**src/rtl/bus_arbiter_if.sv**
```systemverilog
// rtl/bus_arbiter_if.sv - single-port memory bus command/response bundle
interface bus_arbiter_if #(
    parameter int ADDR_W = 32,
    parameter int DATA_W = 32
);
    logic                  bus_req_o;
    logic                  bus_we_o;
    logic [ADDR_W-1:0]     bus_addr_o;
    logic [DATA_W-1:0]     bus_wdata_o;
    logic [DATA_W/8-1:0]   bus_wstrb_o;
    logic                  bus_ready_i;
    logic [DATA_W-1:0]     bus_rdata_i;

    modport master (
        output bus_req_o, bus_we_o, bus_addr_o, bus_wdata_o, bus_wstrb_o,
        input  bus_ready_i, bus_rdata_i
    );

    modport slave (
        input  bus_req_o, bus_we_o, bus_addr_o, bus_wdata_o, bus_wstrb_o,
        output bus_ready_i, bus_rdata_i
    );
endinterface

```
**src/rtl/bus_arbiter.sv**
```systemverilog
// rtl/bus_arbiter.sv - IF/MEM arbiter for a shared single-port memory bus
module bus_arbiter #(
    parameter int ADDR_W        = 32,
    parameter int DATA_W        = 32,
    parameter int MEM_BURST_MAX = 4,
    parameter int TIMEOUT_CYC   = 255
) (
    input  logic                clk,
    input  logic                rst,
    input  logic                if_req_i,
    input  logic [ADDR_W-1:0]   if_addr_i,
    input  logic                if_flush_i,
    output logic                if_done_o,
    output logic [DATA_W-1:0]   if_rdata_o,
    output logic                if_err_o,
    input  logic                mem_req_i,
    input  logic                mem_we_i,
    input  logic [ADDR_W-1:0]   mem_addr_i,
    input  logic [DATA_W-1:0]   mem_wdata_i,
    input  logic [DATA_W/8-1:0] mem_wstrb_i,
    output logic                mem_done_o,
    output logic [DATA_W-1:0]   mem_rdata_o,
    output logic                mem_err_o,
    bus_arbiter_if.master       bus,
    output logic                stallreq_if_o,
    output logic                stallreq_mem_o
);
    localparam int TCNT_W = $clog2(TIMEOUT_CYC + 1);
    localparam int STRK_W = $clog2(MEM_BURST_MAX + 1);
    localparam logic [TCNT_W-1:0] TCNT_LAST = TCNT_W'(TIMEOUT_CYC - 1);
    localparam logic [STRK_W-1:0] STRK_MAX  = STRK_W'(MEM_BURST_MAX);

    typedef enum logic [1:0] {IDLE, BUSY_IF, BUSY_MEM} state_t;

    state_t              state, state_nxt;
    logic [TCNT_W-1:0]   tcnt;
    logic [STRK_W-1:0]   streak;
    logic                discard;
    logic                if_elig;
    logic                grant_if, grant_mem;
    logic                busy, ready_evt, tout_evt, complete;

    always_ff @(posedge clk or posedge rst) begin
        if (rst) state <= IDLE;
        else     state <= state_nxt;
    end

    always_comb begin
        state_nxt   = state;
        grant_if    = 1'b0;
        grant_mem   = 1'b0;
        if_elig     = if_req_i & ~if_flush_i;
        busy        = (state != IDLE);
        ready_evt   = busy & bus.bus_ready_i;
        // Ready takes priority over a timeout landing in the same cycle.
        tout_evt    = busy & ~bus.bus_ready_i & (tcnt == TCNT_LAST);
        complete    = ready_evt | tout_evt;
        if_done_o   = 1'b0;
        if_rdata_o  = '0;
        if_err_o    = 1'b0;
        mem_done_o  = 1'b0;
        mem_rdata_o = '0;
        mem_err_o   = 1'b0;

        case (state)
            IDLE: begin
                if (mem_req_i && !(if_elig && streak == STRK_MAX)) begin
                    grant_mem = 1'b1;
                    state_nxt = BUSY_MEM;
                end else if (if_elig) begin
                    grant_if  = 1'b1;
                    state_nxt = BUSY_IF;
                end
            end
            BUSY_IF: begin
                if (complete) state_nxt = IDLE;
                // A flushed fetch still occupies the bus but its result is dropped.
                if (complete && !discard && !if_flush_i) begin
                    if_done_o  = 1'b1;
                    if_err_o   = tout_evt;
                    if_rdata_o = ready_evt ? bus.bus_rdata_i : '0;
                end
            end
            BUSY_MEM: begin
                if (complete) begin
                    state_nxt   = IDLE;
                    mem_done_o  = 1'b1;
                    mem_err_o   = tout_evt;
                    mem_rdata_o = ready_evt ? bus.bus_rdata_i : '0;
                end
            end
            default: state_nxt = IDLE;
        endcase
    end

    assign bus.bus_req_o  = busy;
    assign stallreq_if_o  = if_req_i & ~if_done_o;
    assign stallreq_mem_o = mem_req_i & ~mem_done_o;

    always_ff @(posedge clk or posedge rst) begin
        if (rst) begin
            bus.bus_we_o    <= 1'b0;
            bus.bus_addr_o  <= '0;
            bus.bus_wdata_o <= '0;
            bus.bus_wstrb_o <= '0;
        end else if (grant_mem) begin
            bus.bus_we_o    <= mem_we_i;
            bus.bus_addr_o  <= mem_addr_i;
            bus.bus_wdata_o <= mem_wdata_i;
            bus.bus_wstrb_o <= mem_wstrb_i;
        end else if (grant_if) begin
            bus.bus_we_o    <= 1'b0;
            bus.bus_addr_o  <= if_addr_i;
            bus.bus_wdata_o <= '0;
            bus.bus_wstrb_o <= '1;
        end
    end

    always_ff @(posedge clk or posedge rst) begin
        if (rst)                               tcnt <= '0;
        else if (grant_mem || grant_if)        tcnt <= '0;
        else if (busy && !bus.bus_ready_i)     tcnt <= tcnt + 1'b1;
    end

    // Counts MEM grants that jumped ahead of a waiting IF request.
    always_ff @(posedge clk or posedge rst) begin
        if (rst) begin
            streak <= '0;
        end else if (grant_mem) begin
            if (!if_elig)                streak <= '0;
            else if (streak != STRK_MAX) streak <= streak + 1'b1;
        end else if (grant_if) begin
            streak <= '0;
        end
    end

    always_ff @(posedge clk or posedge rst) begin
        if (rst)                                 discard <= 1'b0;
        else if (busy && state_nxt == IDLE)      discard <= 1'b0;
        else if (state == BUSY_IF && if_flush_i) discard <= 1'b1;
    end
endmodule

```
**src/flat_wrapper.sv**
```systemverilog
// flat-port wrapper written by rule: the top's interface ports become plain ports
module bus_arbiter_flat 
#(
    parameter int ADDR_W        = 32,
    parameter int DATA_W        = 32,
    parameter int MEM_BURST_MAX = 4,
    parameter int TIMEOUT_CYC   = 255
)
  (clk, rst, if_req_i, if_addr_i, if_flush_i, if_done_o, if_rdata_o, if_err_o, mem_req_i, mem_we_i, mem_addr_i, mem_wdata_i, mem_wstrb_i, mem_done_o, mem_rdata_o, mem_err_o, stallreq_if_o, stallreq_mem_o, bus_bus_req_o, bus_bus_we_o, bus_bus_addr_o, bus_bus_wdata_o, bus_bus_wstrb_o, bus_bus_ready_i, bus_bus_rdata_i);
  bus_arbiter_if #(.ADDR_W(ADDR_W), .DATA_W(DATA_W)) bus_i ();
  input  logic clk;
  input  logic rst;
  input  logic if_req_i;
  input  logic [ADDR_W-1:0] if_addr_i;
  input  logic if_flush_i;
  output logic if_done_o;
  output logic [DATA_W-1:0] if_rdata_o;
  output logic if_err_o;
  input  logic mem_req_i;
  input  logic mem_we_i;
  input  logic [ADDR_W-1:0] mem_addr_i;
  input  logic [DATA_W-1:0] mem_wdata_i;
  input  logic [DATA_W/8-1:0] mem_wstrb_i;
  output logic mem_done_o;
  output logic [DATA_W-1:0] mem_rdata_o;
  output logic mem_err_o;
  output logic stallreq_if_o;
  output logic stallreq_mem_o;
  output wire logic [$bits(bus_i.bus_req_o)-1:0] bus_bus_req_o;
  output wire logic [$bits(bus_i.bus_we_o)-1:0] bus_bus_we_o;
  output wire logic [$bits(bus_i.bus_addr_o)-1:0] bus_bus_addr_o;
  output wire logic [$bits(bus_i.bus_wdata_o)-1:0] bus_bus_wdata_o;
  output wire logic [$bits(bus_i.bus_wstrb_o)-1:0] bus_bus_wstrb_o;
  input wire logic [$bits(bus_i.bus_ready_i)-1:0] bus_bus_ready_i;
  input wire logic [$bits(bus_i.bus_rdata_i)-1:0] bus_bus_rdata_i;
  assign bus_bus_req_o = bus_i.bus_req_o;
  assign bus_bus_we_o = bus_i.bus_we_o;
  assign bus_bus_addr_o = bus_i.bus_addr_o;
  assign bus_bus_wdata_o = bus_i.bus_wdata_o;
  assign bus_bus_wstrb_o = bus_i.bus_wstrb_o;
  assign bus_i.bus_ready_i = bus_bus_ready_i;
  assign bus_i.bus_rdata_i = bus_bus_rdata_i;
  bus_arbiter #(.ADDR_W(ADDR_W), .DATA_W(DATA_W), .MEM_BURST_MAX(MEM_BURST_MAX), .TIMEOUT_CYC(TIMEOUT_CYC)) u_core (.clk(clk), .rst(rst), .if_req_i(if_req_i), .if_addr_i(if_addr_i), .if_flush_i(if_flush_i), .if_done_o(if_done_o), .if_rdata_o(if_rdata_o), .if_err_o(if_err_o), .mem_req_i(mem_req_i), .mem_we_i(mem_we_i), .mem_addr_i(mem_addr_i), .mem_wdata_i(mem_wdata_i), .mem_wstrb_i(mem_wstrb_i), .mem_done_o(mem_done_o), .mem_rdata_o(mem_rdata_o), .mem_err_o(mem_err_o), .bus(bus_i), .stallreq_if_o(stallreq_if_o), .stallreq_mem_o(stallreq_mem_o));
endmodule
```
**config.mk**
```make
export PLATFORM = sky130hd
export DESIGN_NAME = bus_arbiter_flat
export DESIGN_NICKNAME = d
export VERILOG_FILES = /design/src/rtl/bus_arbiter_if.sv /design/src/rtl/bus_arbiter.sv /design/src/flat_wrapper.sv
export SDC_FILE = /design/constraint.sdc
export NUM_CORES = 1
export LEC_CHECK = 0
export ABC_CLOCK_PERIOD_IN_PS = 6900
export CAP_MARGIN = 10
export CORE_AREA = 2 2 109 111
export CTS_CLUSTER_SIZE = 25
export DETAILED_ROUTE_END_ITERATION = 16
export DIE_AREA = 0 0 111 113
export PLACE_DENSITY = 0.91
export SYNTH_ARGS = -nofsm -noshare
export SYNTH_HDL_FRONTEND = slang
export SYNTH_SLANG_ARGS = --single-unit
```
**constraint.sdc**
```tcl
create_clock -name clk -period 6.9 [get_ports clk]
set_input_delay 0.69 -clock clk [delete_from_list [all_inputs] [get_ports clk]]
set_output_delay 0.69 -clock clk [all_outputs]
set_load 0.02 [all_outputs]
```
==> results.yml <==
pwr:
  vdd_ir_drop_max_v: 0.000312
  p_leak_nw: 3.10
  powerDensity_nw_per_um2: 361
sta:
  setup_tns_ns: 0
  rsz0062_at_grt: "no"
  hold_viol: 0
  maxSlewViolCount: 0
  max_freq_mhz: 264
  maxSlewHeadroom: 0.314
  tightest_slew_ns: 1.03
  setup_viol: 0
  fin_worst_skew_ns: 0.00651
  post-route-period-util: 0.549
  post-route-min-period_ns: 3.79
die:
  core_um2: 11300
  initial_core_util: 0.362
  row_count: 39
  io_pins: 279
  die_y_um: 113
  die-area_um2: 12500
  die_x_um: 111
placement:
  dpl-instance-area_um2: 6960
  place_congestion: 0.874
  port_buffers: 278
  place_hpwl_um: 10200
worst_setup_path:
  cpMostUsedCell: "inv_1"
  slowest_delay_ns: 0.68
  path_buf_inv: 3
  critPathMaxFanout: 32
  cpMaxStageDelayCell: "nor2_2"
  path_cells: "inv_1 -> ha_1 -> inv_1 -> nand2_1 -> nor2_2 -> and2_1 -> clkdlybuf4s50_1"
  startpoint_type: "flip-flop"
  worstPathRequired_ns: 6.21
  critPathTopFamily: "simple AND/OR/NAND/NOR gates"
  critical_path_class: "reg2out"
  crit_path_end_kind: "output pin"
  cp_data_arrival_time_ns: 3.10
min_path:
  hp-class: "reg2reg"
finish:
  fillers: 858
  area_growth_syn_to_layout_pct: 78.6
  most-common-layout-cells: "clkdlybuf4s50_1 (278), dfrtp_1 (83), and2_1 (64)"
  final_area_um2: 7280
  drive_gt1_frac: 0.0406
  final_util: 0.646
  final_common_cell: "clkdlybuf4s50_1"
  n_antenna_cell: 0
  nets: 808
job:
  drv_cap: 0
cts:
  cts_buffers: 9
  cts.repair.resized: 0
  cts.sinks: 83
  htreeDepth: 3
  hold_buffers: 0
  clockBufferDepth: 2
  clk_latency_ns: 0.33
  clockRootBuffer: "clkbuf_16"
  clk_pin_slew_ns: 0.06
  cts_setup_buffers: 0
  cts_tree: "built"
global_routing:
  grt_pass1_wl_um: 21000
  grt_usage: 0.208
  grt_pass1_vias: 4148
  antenna_found_initial: 0
  grt-ovfl-total: 0
  grt_max_degree: 102
synthesis:
  synth-edff-count: 0
  netlist_instances: 395
  synth-seq-cells: 83
  synth_area_um2: 4080
  synth_cell_types: 41
  syn-num-nets: 542
  synth.area.top_cells: "dfrtp_1 (51%), and2_1 (9.8%), mux2i_1 (7.9%)"
  async_flop_share: 1.00
  synth_warnings: 0
  syn_area_per_cell_um2: 10.3
  synth.largest_area_cell: "dfrtp_1"
  yosysSeqAreaShare: 0.510
  synth-main-ff-cell: "dfrtp_1"
  synth_top_area_frac: 0.510
routing:
  ant_nets: 0
  vias: 3967
  drtIter0Drc: 148
  first_pass_iters: 4
  via_per_inst: 4.91
  wl_per_cell_um: 16.4
  post-route-drc-count: 0
  wirelength_um: 13300
status:
  status: "complete, no violations"
-- area by class of cell --
cell class | instances | area, um2 | area share
clock inverters | 3 | 47.5 | 0.00653
well taps | 143 | 179 | 0.0246
inverters | 10 | 38.8 | 0.00533
repair buffers | 282 | 2830 | 0.389
flip-flops and latches | 83 | 2080 | 0.285
multi-input cells | 275 | 1860 | 0.255
clock buffers | 12 | 246 | 0.0338
-- flip-flops by register name (all words and copies together) (netlist names) --
name and flops:
u_core.bus.bus_addr_o 32, u_core.bus.bus_wdata_o 32, u_core.tcnt 8, u_core.bus.bus_wstrb_o 4, u_core.streak 3, u_core.state 2, u_core.bus.bus_we_o 1, u_core.discard 1
-- final timing paths --
path                                           start                          to  slack (ns)  depth (start not counted)
max                                  u_core.state[0]              if_rdata_o[28]        3.11                          7
min in group asynchronous                        rst   u_core.bus.bus_addr_o[21]        1.01                          3
max reg2reg                          u_core.state[0]   u_core.bus.bus_wstrb_o[2]        4.53                          6
min                        u_core.bus.bus_addr_o[17]   u_core.bus.bus_addr_o[17]        0.48                          2
max in group asynchronous                        rst  u_core.bus.bus_wdata_o[14]        5.23                          3
min reg2reg                u_core.bus.bus_addr_o[17]   u_core.bus.bus_addr_o[17]        0.48                          2
-- power by group --
group | total (mW) | internal (mW) | switching (mW)
clock network | 0.479 | 0.291 | 0.188
logic | 1.32 | 0.637 | 0.681
registers | 0.834 | 0.696 | 0.137
-- kinds of logic after synthesis --
family / synth area share
and+or+nand+nor: 0.185
AOI/OAI and AO/OA: 0.150
DFF: 0.510
muxes: 0.0786
xor gates and xnor gates: 0.0107
buffers and inverters: 0.0408
adders and majority gates: 0.0246
-- synth_stat cells, types with 4 or more instances --
library cell  instances
dfrtp_1              83
and2_1               64
nand2_1              42
a22o_1               33
mux2i_1              32
o21ai_0              29
clkbuf_1             11
o21ai_1              11
buf_2                10
inv_1                10
nor2_1               10
ha_1                  8
buf_4                 4
nand4_1               4
nor3_1                4
o22a_1                4
-- metal layers --
metal | GRT usage | up-vias | part of all wire
met4 | 0.0708 | 0 | 0.021
li1 | - | 1894 | -
met1 | 0.233 | 1861 | 0.39
met3 | 0.0627 | 24 | 0.075
met2 | 0.379 | 188 | 0.52
met5 | 0 | - | 0
-- worst register-to-register path: stages (launching register included) --
cell	delay (ns)
dfrtp_1	0.43
inv_1	0.13
ha_1	0.49
o21ai_4	0.12
buf_4	0.41
or2_2	0.50
o22a_1	0.19
-- metrics by stage --
step | hold WS [ns] | power, mW | cells | worst slack (ns)
floorplan | 0.473 | 1.48 | 395 | 4.07
global placement | 0.466 | 2.10 | 792 | 2.98
detailed placement | 0.470 | 2.14 | 792 | 2.83
CTS | 0.483 | 2.64 | 807 | 2.72
global route | 0.499 | 2.77 | 808 | 2.89
finish | 0.479 | 2.63 | 808 | 3.11
(Power assumes the default switching activity.)
